==> src/rtl/sdram_arb_pkg.sv <==
// rtl/sdram_arb_pkg.sv - shared state encodings, defaults and grant priority for the SDRAM arbiter
package sdram_arb_pkg;

    typedef enum logic [2:0] {
        S_IDLE  = 3'd0,
        S_ARBIT = 3'd1,
        S_AREF  = 3'd2,
        S_WRITE = 3'd3,
        S_READ  = 3'd4
    } arb_state_e;

    localparam int DEF_REF_PERIOD = 750;
    localparam int DEF_CNT_W      = 10;

    // Bit positions in the request vector; higher bit wins
    localparam int REQ_REF = 2;
    localparam int REQ_WR  = 1;
    localparam int REQ_RD  = 0;

    function automatic arb_state_e arb_pick(input logic [2:0] req);
        if (req[REQ_REF]) begin
            return S_AREF;
        end else if (req[REQ_WR]) begin
            return S_WRITE;
        end else if (req[REQ_RD]) begin
            return S_READ;
        end
        return S_ARBIT;
    endfunction

endpackage

==> src/rtl/sdram_ref_timer.sv <==
// rtl/sdram_ref_timer.sv - periodic refresh request generator with sticky overrun detection
module sdram_ref_timer
    import sdram_arb_pkg::*;
#(
    parameter int REF_PERIOD = DEF_REF_PERIOD,
    parameter int CNT_W      = DEF_CNT_W
) (
    input  logic clk,
    input  logic rst,
    input  logic run_i,
    input  logic clr_req_i,
    output logic ref_req_o,
    output logic ref_overrun_o
);

    logic [CNT_W-1:0] cnt_q, cnt_d;
    logic             ref_req_q, ref_req_d;
    logic             overrun_q, overrun_d;
    logic             wrap;

    always_comb begin
        wrap      = run_i && (cnt_q == CNT_W'(REF_PERIOD - 1));
        cnt_d     = (!run_i || wrap) ? '0 : cnt_q + 1'b1;
        // A new wrap re-arms the request even if it is being cleared on the same edge
        ref_req_d = run_i && ((ref_req_q && !clr_req_i) || wrap);
        overrun_d = overrun_q || (wrap && ref_req_q);
    end

    always_ff @(posedge clk or posedge rst) begin
        if (rst) begin
            cnt_q     <= '0;
            ref_req_q <= 1'b0;
            overrun_q <= 1'b0;
        end else begin
            cnt_q     <= cnt_d;
            ref_req_q <= ref_req_d;
            overrun_q <= overrun_d;
        end
    end

    assign ref_req_o     = ref_req_q;
    assign ref_overrun_o = overrun_q;

endmodule

==> src/rtl/sdram_arbiter.sv <==
// rtl/sdram_arbiter.sv - grants the shared SDRAM command bus to refresh, write or read engines
module sdram_arbiter
    import sdram_arb_pkg::*;
#(
    parameter int REF_PERIOD = DEF_REF_PERIOD,
    parameter int CNT_W      = DEF_CNT_W
) (
    input  logic       clk,
    input  logic       rst,
    input  logic       init_done,
    input  logic       wr_trig,
    input  logic       rd_trig,
    input  logic       aref_done,
    input  logic       wr_done,
    input  logic       wr_end,
    input  logic       rd_done,
    input  logic       rd_end,
    output logic       aref_en,
    output logic       wr_en,
    output logic       rd_en,
    output logic       ref_pending,
    output logic       busy,
    output logic       ref_overrun,
    output logic [2:0] state
);

    arb_state_e state_q, state_d;
    logic       wr_pend_q, wr_pend_d;
    logic       rd_pend_q, rd_pend_d;
    logic       run;
    logic       clr_req;
    logic       ref_req;

    // Leaving init clears all bookkeeping on the same edge that returns to IDLE
    assign run     = init_done && (state_q != S_IDLE);
    assign clr_req = init_done && (state_q == S_ARBIT) && ref_req;

    sdram_ref_timer #(
        .REF_PERIOD (REF_PERIOD),
        .CNT_W      (CNT_W)
    ) u_ref_timer (
        .clk           (clk),
        .rst           (rst),
        .run_i         (run),
        .clr_req_i     (clr_req),
        .ref_req_o     (ref_req),
        .ref_overrun_o (ref_overrun)
    );

    always_comb begin
        state_d   = state_q;
        wr_pend_d = run && (wr_trig ||
                    (wr_pend_q && !(state_q == S_WRITE && wr_done && wr_end)));
        rd_pend_d = run && (rd_trig ||
                    (rd_pend_q && !(state_q == S_READ && rd_done && rd_end)));
        if (!init_done) begin
            state_d = S_IDLE;
        end else begin
            case (state_q)
                S_IDLE:  state_d = S_ARBIT;
                S_ARBIT: state_d = arb_pick({ref_req, wr_pend_q, rd_pend_q});
                S_AREF:  if (aref_done) state_d = S_ARBIT;
                S_WRITE: if (wr_done)   state_d = S_ARBIT;
                S_READ:  if (rd_done)   state_d = S_ARBIT;
                default: state_d = S_IDLE;
            endcase
        end
    end

    always_ff @(posedge clk or posedge rst) begin
        if (rst) begin
            state_q   <= S_IDLE;
            wr_pend_q <= 1'b0;
            rd_pend_q <= 1'b0;
        end else begin
            state_q   <= state_d;
            wr_pend_q <= wr_pend_d;
            rd_pend_q <= rd_pend_d;
        end
    end

    assign aref_en     = (state_q == S_AREF);
    assign wr_en       = (state_q == S_WRITE);
    assign rd_en       = (state_q == S_READ);
    assign busy        = aref_en || wr_en || rd_en;
    assign ref_pending = ref_req;
    assign state       = state_q;

endmodule

==> config.mk <==
export PLATFORM = sky130hd
export DESIGN_NAME = sdram_arbiter
export DESIGN_NICKNAME = d
export VERILOG_FILES = /design/src/rtl/sdram_arb_pkg.sv /design/src/rtl/sdram_ref_timer.sv /design/src/rtl/sdram_arbiter.sv
export SDC_FILE = /design/constraint.sdc
export NUM_CORES = 1
export LEC_CHECK = 0
export ABC_AREA = 1
export CAP_MARGIN = 40
export CELL_PAD_IN_SITES_DETAIL_PLACEMENT = 1
export CELL_PAD_IN_SITES_GLOBAL_PLACEMENT = 1
export CORE_MARGIN = 2
export CORE_UTILIZATION = 30
export DETAILED_ROUTE_END_ITERATION = 10
export HOLD_SLACK_MARGIN = 0.08
export PLACE_DENSITY = 0.64
export REMOVE_ABC_BUFFERS = 1
export SYNTH_ARGS = -nofsm -noshare
export SYNTH_HDL_FRONTEND = slang
export SYNTH_SLANG_ARGS = --single-unit
==> constraint.sdc <==
create_clock -name clk -period 1.8 [get_ports clk]
set_clock_uncertainty 0.15 [all_clocks]
set_input_delay 0.36 -clock clk [delete_from_list [all_inputs] [get_ports clk]]
set_output_delay 0.36 -clock clk [all_outputs]
set_load 0.05 [all_outputs]
After elaboration in Yosys (flattened, before gate mapping)

Index checks and enable logic that the tools add are counted.

$add $sub $neg: 1
Eq/ne operators: 8
Multiplexer cells: 15
Reduce and logical (&&, ||, !) cells: 29

Operators by type and width:

| cell                                                                   | count |
|---|---|
| 3-bit 2-to-1 mux                                                       | 8 |
| 1-bit logical AND                                                      | 15 |
| 3-bit one-hot mux with 5 select lines                                  | 1 |
| 10-bit by 1-bit adder with 10-bit output (second input constant)       | 1 |
| 10-bit equality test (second input constant)                           | 1 |
| 10-bit 2-to-1 mux                                                      | 1 |
| 3-bit != test (second input constant)                                  | 3 |
| 1-bit logical OR                                                       | 7 |
| 3-bit by 2-bit equality test with 1-bit output (second input constant) | 2 |
| 1-bit 2-to-1 mux                                                       | 5 |
| 1-bit logical NOT                                                      | 4 |
| 3-bit by 1-bit equality test with 1-bit output (second input constant) | 1 |
| 3-bit equality test (second input constant)                            | 1 |
| 3-bit logical NOT                                                      | 1 |
| 3-bit AND reduction                                                    | 1 |
| 3-bit nonzero test                                                     | 1 |

Register bits: 17

Logic depth before layout (Yosys ltp)

Word-level depth: 8
Depth in mapped cells: 7
Gate-level depth less buffers: 7

Modules after synthesis

From an unflattened synthesis, not the netlist that was laid out.

Cells, all modules: 136
Area total of the unflattened synthesis: 1048.5 um2

By module, submodules not included:

| module          | times used | cells each | area each (um2) |
|---|---|---|---|
| sdram_ref_timer | 1          | 81         | 683.2 |
| sdram_arbiter   | 1          | 55         | 365.4 |

Worst setup path before layout

OpenSTA, ideal clock, no wires.

Kind: reg-to-output
From: register state_q[1], in the netlist state[1]
To: output aref_en
Arrival time: 1.646 ns
Data required time: 1.290 ns
Slack: -0.356 ns
Cell stages (with the launch flop): 5
Buffers on the path: 0
Cells stage by stage: dfrtp_1 -> inv_1 -> nor2_1 -> inv_1 -> nor2_1

Word-level cells in the longest chain between the ends: 1

Ends and longest elaborated chain:

| element                                        | RTL line            | text |
|---|---|---|
| from (decl)                                    | sdram_arbiter.sv:27 | `arb_state_e state_q, state_d;` |
| from (signal assigned)                         | sdram_arbiter.sv:76 | `state_q <= state_d;` |
| 3-bit by 2-bit equality test with 1-bit output | sdram_arbiter.sv:82 | `assign aref_en = (state_q == S_AREF);` |
| to (decl)                                      | sdram_arbiter.sv:18 | `output logic aref_en,` |

No other way between the ends.

Worst setup path in the final report

From: register state_q[1], in the netlist state[1]
To: output rd_en

Word-level cells in the longest chain between the ends: 1

Ends and longest elaborated chain:

| element             | RTL line            | text |
|---|---|---|
| 3-bit equality test | sdram_arbiter.sv:84 | `assign rd_en = (state_q == S_READ);` |
| to (decl)           | sdram_arbiter.sv:20 | `output logic rd_en,` |

No other way between the ends.

==> flow_summary.ini <==
[finish]
n_antenna_cell = 0
final_common_cell = nand2_1
nets = 178
final_cell_area_um2 = 1490
syn2layout_area_growth_pct = 45.1
most-common-layout-cells = nand2_1, inv_1, dfrtp_1
drive_gt1_frac = 0.327
final_util = 0.449

[global_route]
track_usage = 0.146
grt_pass1_wl_um = 4530
grt_start_max_net_pins = 18
grt_pass1_vias = 961
antenna_found_initial = 0
globalRoute.totalOverflow = 0

[cts]
clkTransAtPathRegs_ns = 0.10
cts_tree = done
numCtsBuffers = 3
clk_latency_ns = 0.30
cts.path.max_buffers = 2
cts-hold-fix-buffers = 0
htreeDepth = 1
cts.sinks = 17
cts-root-buf = clkbuf_4

[floorplan]
fp.dieArea_um2 = 3900
core-area_um2 = 3310
die_w_um = 62.4
initial_utilization = 0.309
io_pins = 19
die_h_um = 62.4
row_count = 21

[sta]
max-slew-margin-rel = 0.836
fmaxAchievable_mhz = 559
report.final.slew_viol_count = 0
finalSetupViolations = 0
rsz0062_at_grt = true
fin_crit_ns = 1.79
timing.final.crit_share = 0.994
finalHoldViolCount = 0
worst_slew_pin_slew_ns = 0.244

[routing]
drc = 0
vias_per_cell = 4.44
routedWlPerCell_um = 12.2
first_pass_iters = 4
num_vias = 937
drt_iter0_drc = 35
wl_um = 2580
ant_nets = 0

[yosys]
synth_top_family_by_area = simple AND/OR/NAND/NOR gates
ys_warn_count = 0
syn_area_um2 = 1020
synth_cell_types = 21
yosysSeqAreaShare = 0.416
synth_compound_area_frac = 0.0575
synth_area_leader_cell = dfrtp_1
syn_area_per_cell_um2 = 7.70
synth_mux_area_frac = 0
synth_area_leaders = dfrtp_1, nand2_1, nor2_2, inv_1, nand3_1
synth-xor-area-share = 0.0428
yosysTopAreaCellShare = 0.416
synth-seq-cells = 17
syn_inst = 133
synthSimpleGateAreaFrac = 0.364
synthAdderAreaFrac = 0.0244

[setup_path]
slowest_stage = dfrtp_1
max_stage_delay_ns = 0.42
crit_arrival_ns = 1.28
crit_chain = buf_6, nor2_4, nand2_4, inv_2, buf_12
startpoint_type = flip-flop
crit_path_end_kind = output port
rr_worst_depth = 6
crit_required_ns = 1.29
critical_path_class = reg -> out
crit_fanout = 4

[worst_hold_path]
hold_class = in -> async

[outcome]
status = completed

[power_and_ir_drop]
p_seq_frac = 0.526
finalPower_uw = 774
leakage_nw = 0.668
p_sw_uw = 223
p_per_area_nw_per_um2 = 521
p_comb_frac = 0.205
ir_drop_mv = 0.431
clkPwrFrac = 0.269
intPower_uw = 551
switching_share = 0.288

[run]
max_cap_viol_count = 0

[placement]
hpwl_um = 1950
gp_congestion = 0.752
port_buffers = 18
placed_area_um2 = 1370
cell type report:
type,count,area (um^2)
fill,416,1830
sequential,17,427
inverter,26,97.6
multi-input combinational,90,541
clock buffer,4,26.3
tap,46,57.6
timing repair buffer,28,337
per-layer routing:
metal	global-route usage	routed length, um	up-vias
met4	0.0333	20	0
met2	0.247	1240	14
met3	0.0378	89	3
met1	0.188	1230	448
li1	-	-	472
met5	0	0	-
kinds of logic after synthesis:
| kind of cell | Yosys count |
|---|---|
| buffers and inverters | 26 |
| XOR/XNOR | 5 |
| AND/OR/NAND/NOR | 74 |
| flip-flops | 17 |
| AO/OA/AOI/OAI | 9 |
| adder cells (fa/ha/maj) | 2 |
synth_stat cells, drive strengths merged:
library cell and n:
nand3 12, xnor2 2, inv 26, a21oi 6, ha 2, nand2 31
nor3 3, xor2 3, o31ai 1, dfrtp 17, nor2 25, o21ai 2
nand4 3
through the flow:
step                      hold slack, ns  std cells  setup TNS, ns  setup WS, ns
final                              0.221        211              0        0.0109
after global routing               0.244        211         -0.145       -0.0566
after floorplan                    0.136        133         -0.810        -0.356
after CTS                          0.216        207              0       0.00781
after detailed placement           0.307        201              0        0.0824
after global placement             0.303        201              0         0.106
power groups by stage:
stage	clock network (mW)	logic, mW	registers [mW]
floorplan	0	0.0628	0.422
global route	0.238	0.173	0.410
finish	0.208	0.159	0.408
CTS	0.219	0.148	0.408
detailed placement	0	0.143	0.414
global placement	0	0.140	0.413
registers in the layout (all words and copies together) (netlist names):
register,flops
wr_pend_q,1
u_ref_timer.ref_req_o,1
u_ref_timer.ref_overrun_o,1
state,3
u_ref_timer.cnt_q,10
rd_pend_q,1
repair_timing:
item                                    CTS  global route
pin swaps                                 1             3
resized for setup                         8             6
endpoints found under the setup margin    4             4
setup buffers                             2             4
critical path, delay by kind of cell, from the launching register on:
kind | cells | cell delay [ns]
flops | 1 | 0.42
buf+inv | 3 | 0.34
simple gates | 2 | 0.22
worst paths after layout:
path                       slack [ns]                                  end                                start
max                              0.01                                rd_en                 state[1]$_DFFE_PP0P_
min                              0.22                 state[1]$_DFFE_PP0P_                                  rst
max reg2reg                      0.26       u_ref_timer.cnt_q[6]$_DFF_PP0_       u_ref_timer.cnt_q[0]$_DFF_PP0_
min reg2reg                      0.33  u_ref_timer.ref_overrun_o$_DFF_PP0_  u_ref_timer.ref_overrun_o$_DFF_PP0_
max in group asynchronous        1.08                 state[0]$_DFFE_PP0P_                                  rst
min in group clk                 0.33  u_ref_timer.ref_overrun_o$_DFF_PP0_  u_ref_timer.ref_overrun_o$_DFF_PP0_
Power figures use the tool's default switching activity.
==> RTL change 1 (same flow settings) <==
Reset style: synchronous (`rst`), changed in 2 clocked blocks.
--- a/src/rtl/sdram_ref_timer.sv
+++ b/src/rtl/sdram_ref_timer.sv
@@ -26,7 +26,7 @@
         overrun_d = overrun_q || (wrap && ref_req_q);
     end
 
-    always_ff @(posedge clk or posedge rst) begin
+    always_ff @(posedge clk) begin
         if (rst) begin
             cnt_q     <= '0;
             ref_req_q <= 1'b0;
--- a/src/rtl/sdram_arbiter.sv
+++ b/src/rtl/sdram_arbiter.sv
@@ -67,7 +67,7 @@
         end
     end
 
-    always_ff @(posedge clk or posedge rst) begin
+    always_ff @(posedge clk) begin
         if (rst) begin
             state_q   <= S_IDLE;
             wr_pend_q <= 1'b0;
Formal check against the unedited RTL: differs if rst is asserted again (counterexample within 4 cycles, from zero or initial values and one cycle with rst high); with rst held inactive, the same outputs for 10 cycles.
==> RTL change 1 against the original RTL <==
  * Synthesized cell count down 12%
  * Area after synthesis down 14%
  * Die area decreased by 13%
  * Register-to-register slack improved by 40 ps
  * Critical path type unchanged
  * Highest routed layer unchanged
  * Core utilization fell by 0.078 points
  * Wire length down 19%
  * Final area down 17%
  * Setup slack better by 65 ps
  * Sequential cell count did not move
Power is not compared: it rests on default switching activity, and its combinational part moved more than twofold at a synthesized area within 25%.
==> RTL change 1: results (changes against the original RTL) <==
- GP Congestion: 0.784 (+4.2%)
- Skew-Pair Late Insertion Delay: between 200 and 300 ps
- Hold crit path type: reg -> reg
- Post-route cell area: 0.00123 mm2 (-17%)
- Final core occ: 44.8% (-0.078 points)
- First-pass GRT wire length: 3640 um (-20%)
- Gr usage total: 14.1% (-0.53 points)
- Pre-CTS WS: -13.9 ps (-96.3 ps)
- Drc violations: 0 (unchanged)
- Fraction of area in multi-input gates: 38.6% (+2.2 points)
- Vias in the first global route: 833 (-13%)
- Final HPWL DP: 1780 um (-8.4%)
- Placed cell count: 169 (-16%)
- Initial DRC count: 17 (-51%)
- Library cells used by synthesis: 23 (+9.5%)
- Max incr delay on CP: 360 ps (-60 ps)
- DP Area: 0.00118 mm2 (-13%)
- Crit path DAT: 1210 ps (-70 ps)
- Synth Area in Compound Gates: 14.2% (+8.5 points)
- Ant. Diodes: 0 (unchanged)
- DRT Pass-1 Iters: 3 (-1)
- Synth Area in XOR/XNOR: 2.99% (-1.3 points)
- DR WL/cell: 12.0 um (-1.4%)
- Fin nets: 155 (-13%)
- Buffers excl. clock: 21 (-25%)
- Clk cell area share: 2.13% (+0.36 points)
- Mapped Cells: 117 (-12%)
- Least-Margin Pin Slew: 435 ps (+190 ps)
- Largest cells by area after synthesis: dfxtp_1 39%, nand2_1 9.8%, inv_1 6.8%
- Signal inverters: 19 (-27%)
- WL final: 2080 um (-19%)
- Post-CTS setup buffer count: 0 (-2)
- Vias per cell: 4.62 (+4.0%)
- Largest net degree at the start of global routing: 11 (-7)
- Reg clk slew, reported paths: 90 ps
- Share of cells above drive strength 1: 28.9% (-3.9 points)
- Critical-path top delay cell: dfxtp_2
- #MultiIn Comb: 81 (-10%)
- Filler cells: 336 (-19%)
- Seq area share: 27.9% (-0.87 points)
- Data buffer area share: 22.3% (-0.37 points)
- FFs w/ async S/R, synth: 0% (-100 points)
- Outcome: complete, no violations
- Post-synthesis adder-cell area fraction: 2.85% (+0.40 points)
- Sequential area share after synthesis: 38.7% (-2.8 points)
[RTL change 1: changes by cell type after synthesis, sizes merged, moves of 3 or more]
cell / unedited run / this run
nand3: 12 / 6
a21oi: 6 / 13
nand2: 31 / 24
dfxtp: 0 / 17
dfrtp: 17 / 0
nand4: 3 / 0
inv: 26 / 19
nor2: 25 / 20
xor2: 3 / 0
[RTL change 1: what timing repair did]
item | 4_1_cts | 5_1_grt
gates resized for setup | 9 | 0
endpoints found under the hold margin | 0 | 0
setup endpoints to repair | 3 | 0
[RTL change 1: final timing paths]
kind                                        startpoint                                    to  slack, ps
hold / removal    u_ref_timer.ref_overrun_o$_SDFF_PP0_  u_ref_timer.ref_overrun_o$_SDFF_PP0_        320
setup reg to reg       u_ref_timer.cnt_q[0]$_SDFF_PP0_       u_ref_timer.cnt_q[5]$_SDFF_PP0_        300
setup / recovery                 state[2]$_SDFFE_PP0P_                                  busy         80
hold reg to reg   u_ref_timer.ref_overrun_o$_SDFF_PP0_  u_ref_timer.ref_overrun_o$_SDFF_PP0_        320
[RTL change 1: critical path: cells and delay by family, from the launching register on]
family / cells / cell delay (ps)
AND/OR/NAND/NOR: 2 / 310
flip-flops: 1 / 360
buffers and inverters: 3 / 260
[RTL change 1: power groups by stage]
stage / combinational (mW) / clock (mW) / sequential (mW)
finish: 0.0597 / 0.209 / 0.384
global route: 0.0643 / 0.233 / 0.385
CTS: 0.0604 / 0.214 / 0.384
detailed placement: 0.0598 / 0 / 0.392
global placement: 0.0590 / 0 / 0.392
floorplan: 0.0214 / 0 / 0.396
[RTL change 1: metal layers]
layer | global-route usage [%] | up-vias | routed length, um
met5 | 0 | - | 0
met4 | 2.99 | 0 | 16
met3 | 3.35 | 2 | 51
met2 | 23.9 | 10 | 1020
met1 | 18.2 | 367 | 994
li1 | - | 420 | -
==> RTL change 2 (same flow settings) <==
Made on the original files. `DEF_CNT_W`: 10 -> 20.
--- a/src/rtl/sdram_arb_pkg.sv
+++ b/src/rtl/sdram_arb_pkg.sv
@@ -10,7 +10,7 @@
     } arb_state_e;
 
     localparam int DEF_REF_PERIOD = 750;
-    localparam int DEF_CNT_W      = 10;
+    localparam int DEF_CNT_W      = 20;
 
     // Bit positions in the request vector; higher bit wins
     localparam int REQ_REF = 2;
Check against the original RTL: same outputs for any inputs over 10 cycles, from zero or initial values and one cycle with rst high; that may be too few to reach the edited logic, so the function may still have changed.
==> RTL change 2 against the original RTL <==
  * Wire length grew 59%
  * Die area grew 50%
  * Setup slack lost 42 ps
  * Sequential share of layout area grew 3.4 points
  * Final cell count grew 53%
  * Critical path type unchanged
  * The flow now finishes with violations (setup timing)
  * Final area grew 43%
  * Via count grew 49%
  * Synthesized cell count grew 63%
  * Sequential cell count grew 10
  * First-iteration DRC count grew 8.6%
  * Count of clock-buffer cells in the layout shrank 1
  * Area after synthesis grew 54%
  * Total power grew 49%
==> RTL change 2: results (changes against the original RTL) <==
- CTS root buf: clkbuf_8
- DR WL met3: 64 um (-28%)
- Synth Area in XOR/XNOR: 6.13% (+1.8 points)
- Signal inverters: 29 (+12%)
- Synthesis-to-finish area growth: 34.8%
- Skew-Pair Late Insertion Delay: 280 ps (-20 ps)
- Routed vias: 1396 (+49%)
- Grt met2 use: 20.9% (-3.8 points)
- Fraction of area in multi-input gates: 38.5% (+2.1 points)
- Largest net degree at the start of global routing: 28 (+10)
- Met3 Resource Use GR: 2.49% (-1.3 points)
- Fin Setup TNS: -30.7 ps (-30.7 ps)
- First-pass GRT wire length: 6720 um (+48%)
- Worst R2R Path Depth: 8 (+2)
- Failing checks: setup timing
- Share of cells above drive strength 1: 22.9% (-9.8 points)
- Mapped Cells: 217 (+63%)
- Register Area: 681 um2 (+60%)
- Met2 wire len: 1850 um (+49%)
- Clk cell area share: 2.30% (+0.53 points)
- Routed met1 length: 2140 um (+74%)
- CLK BUF: 3 (-1)
- Vias per cell: 4.32 (-2.7%)
- Data buffer area share: 17.8% (-4.8 points)
- Max incr delay on CP: 460 ps (+40 ps)
- R2R Path Start: u_ref_timer.cnt_q[1]$_DFF_PP0_
- Initial DRC count: 38 (+8.6%)
- Setup ws final: -30.7 ps (-41.6 ps)
- WHS: 282 ps (+61.0 ps)
- Post-synthesis adder-cell area fraction: 1.59% (-0.85 points)
- Outcome: finished with violations
- Worst R2R End: u_ref_timer.cnt_q[10]$_DFF_PP0_
- FF+latch count: 27 (+10)
- Critical-path top delay cell: dfrtp_2
- Peak supply drop: 0.384 mV (-11%)
- # setup viols final: 1 (+1)
- Fin nets: 266 (+49%)
==> RTL change 2: where the power goes <==
part	switching [mW]	internal, mW	leakage (nW)	total, mW
clock	0.205	0.157	0.0217	0.362
combinational	0.0895	0.0763	0.513	0.166
sequential	0.0103	0.616	0.367	0.626
total	0.305	0.850	0.902	1.15
==> RTL change 2: worst max path at each step <==
stage	endpoint	startpoint
after detailed placement	u_ref_timer.cnt_q[10]$_DFF_PP0_	init_done
after CTS	busy	state[1]$_DFFE_PP0P_
after global routing	busy	state[1]$_DFFE_PP0P_
after floorplan	busy	state[1]$_DFFE_PP0P_
final	busy	state[1]$_DFFE_PP0P_
after global placement	u_ref_timer.cnt_q[14]$_DFF_PP0_	init_done
==> RTL change 2: worst min-delay path: stages <==
cell and delay, ps:
clkdlybuf4s50_1 390, inv_1 50, buf_4 320
==> RTL change 2: what timing repair did <==
item	4_1_cts	5_1_grt
buffers inserted	3	9
gates resized for setup	7	17
pin swaps	0	3
endpoints found under the setup margin	4	7
